**config.mk**
```make
export PLATFORM = sky130hd
export DESIGN_NAME = dmem_port_arbiter
export DESIGN_NICKNAME = d
export VERILOG_FILES = /design/src/rtl/dmem_port_arbiter.sv
export SDC_FILE = /design/constraint.sdc
export NUM_CORES = 1
export LEC_CHECK = 0
export BUFFER_PORTS_ARGS = -buffer_cell sky130_fd_sc_hd__buf_2
export CORE_AREA = 2 2 124 126
export DETAILED_ROUTE_END_ITERATION = 10
export DIE_AREA = 0 0 126 128
export PLACE_DENSITY_LB_ADDON = 0.3
export SYNTH_ARGS = -nofsm -noshare
export SYNTH_HDL_FRONTEND = slang
export SYNTH_SLANG_ARGS = --single-unit
```
**constraint.sdc**
```tcl
create_clock -name clk -period 3.6 [get_ports clk]
set_clock_uncertainty 0.2 [all_clocks]
set_input_delay 0.36 -clock clk [delete_from_list [all_inputs] [get_ports clk]]
set_output_delay 0.36 -clock clk [all_outputs]
set_load 0.03 [all_outputs]
```
**src/rtl/dmem_port_arbiter.sv**
```systemverilog
`default_nettype none
// ============================================================================
//  Module   : dmem_port_arbiter
//  Purpose  : Shares the single data-memory port between the pipeline MEM
//             stage (CPU) and a board-side debug/loader port. One access per
//             cycle. Round-robin on conflict. Registered request/ack on the
//             debug side. Saturating count of CPU stall cycles.
//  Ports    :
//    clk, reset              - clock, asynchronous active-low reset
//    cpu_req/we/addr/wdata   - MEM stage access request
//    cpu_rdata, cpu_stall    - load data / "not granted" to hazard logic
//    dbg_req/we/addr/wdata   - debug request, held stable until dbg_ack
//    dbg_ack, dbg_rdata      - registered completion and read data
//    mem_we/addr/wdata       - to dmem
//    mem_rdata               - from dmem (asynchronous read)
//    grant_dbg               - debug owns the port this cycle
//    conflict_clr            - synchronous clear of conflict_cnt
//    conflict_cnt            - saturating count of cpu_stall cycles
//  Revision : 1.0  initial release
// ============================================================================
module dmem_port_arbiter #(
    parameter int AW    = 32,
    parameter int DW    = 32,
    parameter int CNT_W = 16
) (
    input  logic             clk,
    input  logic             reset,
    input  logic             cpu_req,
    input  logic             cpu_we,
    input  logic [AW-1:0]    cpu_addr,
    input  logic [DW-1:0]    cpu_wdata,
    output logic [DW-1:0]    cpu_rdata,
    output logic             cpu_stall,
    input  logic             dbg_req,
    input  logic             dbg_we,
    input  logic [AW-1:0]    dbg_addr,
    input  logic [DW-1:0]    dbg_wdata,
    output logic             dbg_ack,
    output logic [DW-1:0]    dbg_rdata,
    output logic             mem_we,
    output logic [AW-1:0]    mem_addr,
    output logic [DW-1:0]    mem_wdata,
    input  logic [DW-1:0]    mem_rdata,
    output logic             grant_dbg,
    input  logic             conflict_clr,
    output logic [CNT_W-1:0] conflict_cnt
);

    // State records who owned the port in the previous cycle.
    typedef enum logic [1:0] {
        ST_IDLE = 2'd0,
        ST_CPU  = 2'd1,
        ST_DBG  = 2'd2
    } state_t;

    localparam logic [CNT_W-1:0] C_CNT_MAX = {CNT_W{1'b1}};

    state_t r_state;
    state_t w_next_state;
    logic   w_cpu_el;
    logic   w_dbg_el;
    logic   w_grant_cpu;
    logic   w_grant_dbg;

    // A request seen in its own ack cycle is the one just completed.
    assign w_cpu_el = cpu_req;
    assign w_dbg_el = dbg_req & ~dbg_ack;

    // ------------------------------------------------------------------
    // Grant and next-state. No grant is issued while reset is asserted,
    // so no write can reach dmem during reset.
    // ------------------------------------------------------------------
    always_comb begin
        w_grant_cpu  = 1'b0;
        w_grant_dbg  = 1'b0;
        w_next_state = ST_IDLE;
        if (reset) begin
            if (w_cpu_el && w_dbg_el) begin
                // Alternate: debug wins only right after a CPU grant.
                if (r_state == ST_CPU) begin
                    w_grant_dbg = 1'b1;
                end else begin
                    w_grant_cpu = 1'b1;
                end
            end else begin
                w_grant_cpu = w_cpu_el;
                w_grant_dbg = w_dbg_el;
            end
        end
        if (w_grant_cpu) begin
            w_next_state = ST_CPU;
        end else if (w_grant_dbg) begin
            w_next_state = ST_DBG;
        end
    end

    always_ff @(posedge clk or negedge reset) begin
        if (!reset) begin
            r_state <= ST_IDLE;
        end else begin
            r_state <= w_next_state;
        end
    end

    // ------------------------------------------------------------------
    // Memory port mux; idle port is driven to zero.
    // ------------------------------------------------------------------
    always_comb begin
        mem_we    = 1'b0;
        mem_addr  = '0;
        mem_wdata = '0;
        if (w_grant_cpu) begin
            mem_we    = cpu_we;
            mem_addr  = cpu_addr;
            mem_wdata = cpu_wdata;
        end else if (w_grant_dbg) begin
            mem_we    = dbg_we;
            mem_addr  = dbg_addr;
            mem_wdata = dbg_wdata;
        end
    end

    assign cpu_rdata = mem_rdata;
    assign cpu_stall = cpu_req & ~w_grant_cpu;
    assign grant_dbg = w_grant_dbg;

    // ------------------------------------------------------------------
    // Debug completion: ack one cycle after the grant, read data held
    // until the next debug grant.
    // ------------------------------------------------------------------
    always_ff @(posedge clk or negedge reset) begin
        if (!reset) begin
            dbg_ack   <= 1'b0;
            dbg_rdata <= '0;
        end else begin
            dbg_ack <= w_grant_dbg;
            if (w_grant_dbg) begin
                dbg_rdata <= mem_rdata;
            end
        end
    end

    // ------------------------------------------------------------------
    // Stall counter: clear wins over increment, sticks at all-ones.
    // ------------------------------------------------------------------
    always_ff @(posedge clk or negedge reset) begin
        if (!reset) begin
            conflict_cnt <= '0;
        end else if (conflict_clr) begin
            conflict_cnt <= '0;
        end else if (cpu_stall && (conflict_cnt != C_CNT_MAX)) begin
            conflict_cnt <= conflict_cnt + 1'b1;
        end
    end

endmodule
`default_nettype wire

```
==> impl_metrics.py <==
metrics = {
    "run_status": {
        "status": "completed",
    },
    "cts": {
        "cts-root-buf": "clkbuf_16",
        "holdBufCountCts": 1,
        "clk_latency_ps": 290,
        "cts_buffer_depth": 2,
        "htreeDepth": 2,
        "post-cts-setup-buffers": 0,
        "cts_buffers": 5,
        "tritoncts": "done",
        "clk_pin_slew_ps": 70,
        "postCtsResizedCells": 0,
        "cts_sinks": 51,
    },
    "synthesis": {
        "netlist_instances": 293,
        "yosysSeqAreaShare_pct": 40.8,
        "avgSynthCellArea_um2": 10.7,
        "syn_nets": 461,
        "synthesis.area_mm2": 0.00313,
        "ys_types": 31,
        "yosysWarnings": 0,
        "yosys_register_bits": 51,
    },
    "placed_design": {
        "hpwlAfterDp_mm": 11.3,
        "placed_cells": 747,
        "globalplace.congestion": 0.945,
        "io_buffers": 314,
    },
    "route": {
        "drc_errors": 0,
        "postRouteAntennaNets": 0,
        "vias_per_cell": 4.74,
        "vias": 3583,
        "drtIter0Drc": 124,
        "dr.pass1.iters": 4,
        "wl_per_cell_um": 18.2,
        "wirelength_mm": 13.7,
    },
    "global_route": {
        "use_met3_pct": 3.17,
        "met1_usage_pct": 17.7,
        "grt_pass1_wl_mm": 19.0,
        "antenna_found_initial": 2,
        "grtUsageTotal_pct": 15.1,
        "grt_max_degree": 67,
        "busiest_layer": "met2",
        "grt_overflow": 0,
        "grt_pass1_vias": 3363,
        "grtUsageMet2_pct": 26.9,
    },
    "setup_path": {
        "start_kind": "primary input",
        "rrSetupSlack_ps": 1120,
        "regToRegEndpoint": "conflict_cnt[11]$_DFFE_PN0P_",
        "worstSetupEndpointType": "output pin",
        "cp.required_ps": 3040,
        "r2r_start": "conflict_cnt[0]$_DFFE_PN0P_",
        "path_class": "primary input to output pin",
        "r2r_cells": 5,
        "crit_fanout": 66,
        "cp.arrival_ps": 2740,
    },
    "sta": {
        "fin_crit_ps": 3300,
        "timing.fmax_mhz": 303,
        "setup_viol": 0,
        "grt_setup_unrepaired": "no",
        "slew_headroom_pct": 22.3,
        "fin_crit_sh_pct": 91.6,
        "setup_tns_ps": 0,
        "hold_violations": 0,
        "drv_slew": 0,
        "whs_ps": 115,
        "tightest_slew_ps": 1170,
    },
    "pwr": {
        "ir_drop_mv": 0.167,
        "power_leakage_nw": 2.57,
        "power_density_mw_per_mm2": 401,
    },
    "worst_hold_path": {
        "min_to": "dbg_rdata[31]$_DFFE_PN0N_",
        "min_path_cells": 2,
        "hold_path.class": "primary input to flip-flop",
        "worstHoldStart": "mem_rdata[31]",
    },
    "floorplanning": {
        "die_area_mm2": 0.0161,
        "core.rowCount": 45,
        "io_pins": 315,
        "start_util_pct": 21.0,
        "dieHeight_um": 128,
        "coreArea_mm2": 0.0149,
        "die_w_um": 126,
    },
    "final_layout": {
        "final_nets": 735,
        "final_core_util_pct": 32.4,
        "final_cells": 756,
        "nFillCells": 1560,
        "area_delta_synth_final_pct": 54.0,
        "drive_gt1_share_pct": 64.5,
    },
    "job": {
        "maxCapViolCount": 0,
    },
}
==> registers in the layout (all words and copies together), names as in the netlist <==
signal,count
r_state,2
dbg_ack,1
dbg_rdata,32
conflict_cnt,16
==> worst max-delay path: stages <==
cell and delay, ps:
dlygate4sd3_1 510, buf_2 270, and3_2 1010, a22o_1 320, buf_2 210
==> logic make-up (layout without fill, tap and decap cells) <==
group	after synthesis	in the layout	share of synthesized area, %
AO/OA/AOI/OAI	92	92	23.6
buffers and inverters	60	333	11.3
AND/OR/NAND/NOR	54	54	11.3
flip-flops	51	51	40.8
multiplexers	35	35	12.6
adder cells (fa/ha/maj)	1	1	0.400
other	0	2	0
==> Yosys cell counts (all sizes together) <==
master	n	area share (%)
inv	6	0.72
nand4	6	1.7
nor3b	1	0.24
o21ai	6	0.96
nand3	6	0.96
nand4bb	1	0.36
nand2	7	0.84
or3	4	0.80
a211oi	2	0.48
dfrtp	51	41
a2111o	1	0.36
and3	2	0.40
ha	1	0.40
or4	10	2.4
nor2b	3	0.60
a21oi	10	1.6
buf	41	9.0
clkbuf	13	1.6
and4	2	0.56
o2111ai	1	0.28
a22o	65	18
nor3	2	0.32
nor4	3	0.60
o31ai	7	1.7
and4bb	1	0.40
mux2	35	13
nor2	4	0.48
and4b	2	0.64
==> power breakdown <==
group          internal (mW)  switching, mW  leakage [nW]
logic                  0.274          0.504          1.87
registers              0.656         0.0428         0.641
clock network          0.250          0.205        0.0618
==> metal layers <==
layer	up-vias	part of all wire, %
met1	1740	38
li1	1650	-
met4	0	3.1
met2	169	51
met5	-	0
met3	24	7.3
==> through the flow <==
stage / worst slack (ps) / power (mW) / cell area [µm²]
after global placement: 921 / 1.49 / 4660
after detailed placement: 854 / 1.49 / 4660
after floorplan: 1160 / 1.21 / 3130
after global routing: 145 / 2.03 / 4810
final: 303 / 1.93 / 4810
after CTS: 327 / 1.97 / 4810
==> cells in the final DEF, fill, tap and decap left out, types with 3 or more instances in the layout <==
cell and instances:
a21oi_1 10, a22o_1 65, buf_2 314, buf_4 5
clkbuf_16 5, dfrtp_1 51, inv_1 6, mux2_2 35
nand2_1 7, nand3_1 6, nand4_1 5, nor2_1 4
nor2b_1 3, nor4_1 3, o21ai_0 6, o31ai_1 7
or3_1 4, or4_1 10
==> worst max path at each step <==
stage | startpoint | endpoint | slack (ps) | cells after the start
after floorplan | dbg_ack$_DFF_PN0_ | mem_addr[22] | 1160 | 4
after global placement | reset | mem_addr[19] | 920 | 4
after detailed placement | reset | mem_addr[19] | 850 | 4
after CTS | reset | mem_addr[19] | 330 | 5
after global routing | reset | mem_addr[19] | 140 | 5
final | reset | mem_addr[19] | 300 | 5
==> final cells by class <==
type                            instances  area (µm²)  area share [%]
Sequential cell                        51        1280            26.5
Multi-Input combinational cell        182        1500            31.2
Tap cell                              188         235            4.89
Clock buffer                            5         125            2.60
Antenna cell                            2        5.00           0.104
Inverter                                6        22.5           0.468
Clock inverter                          1        7.51           0.156
Timing Repair Buffer                  321        1640            34.1
(Power assumes the default switching activity.)
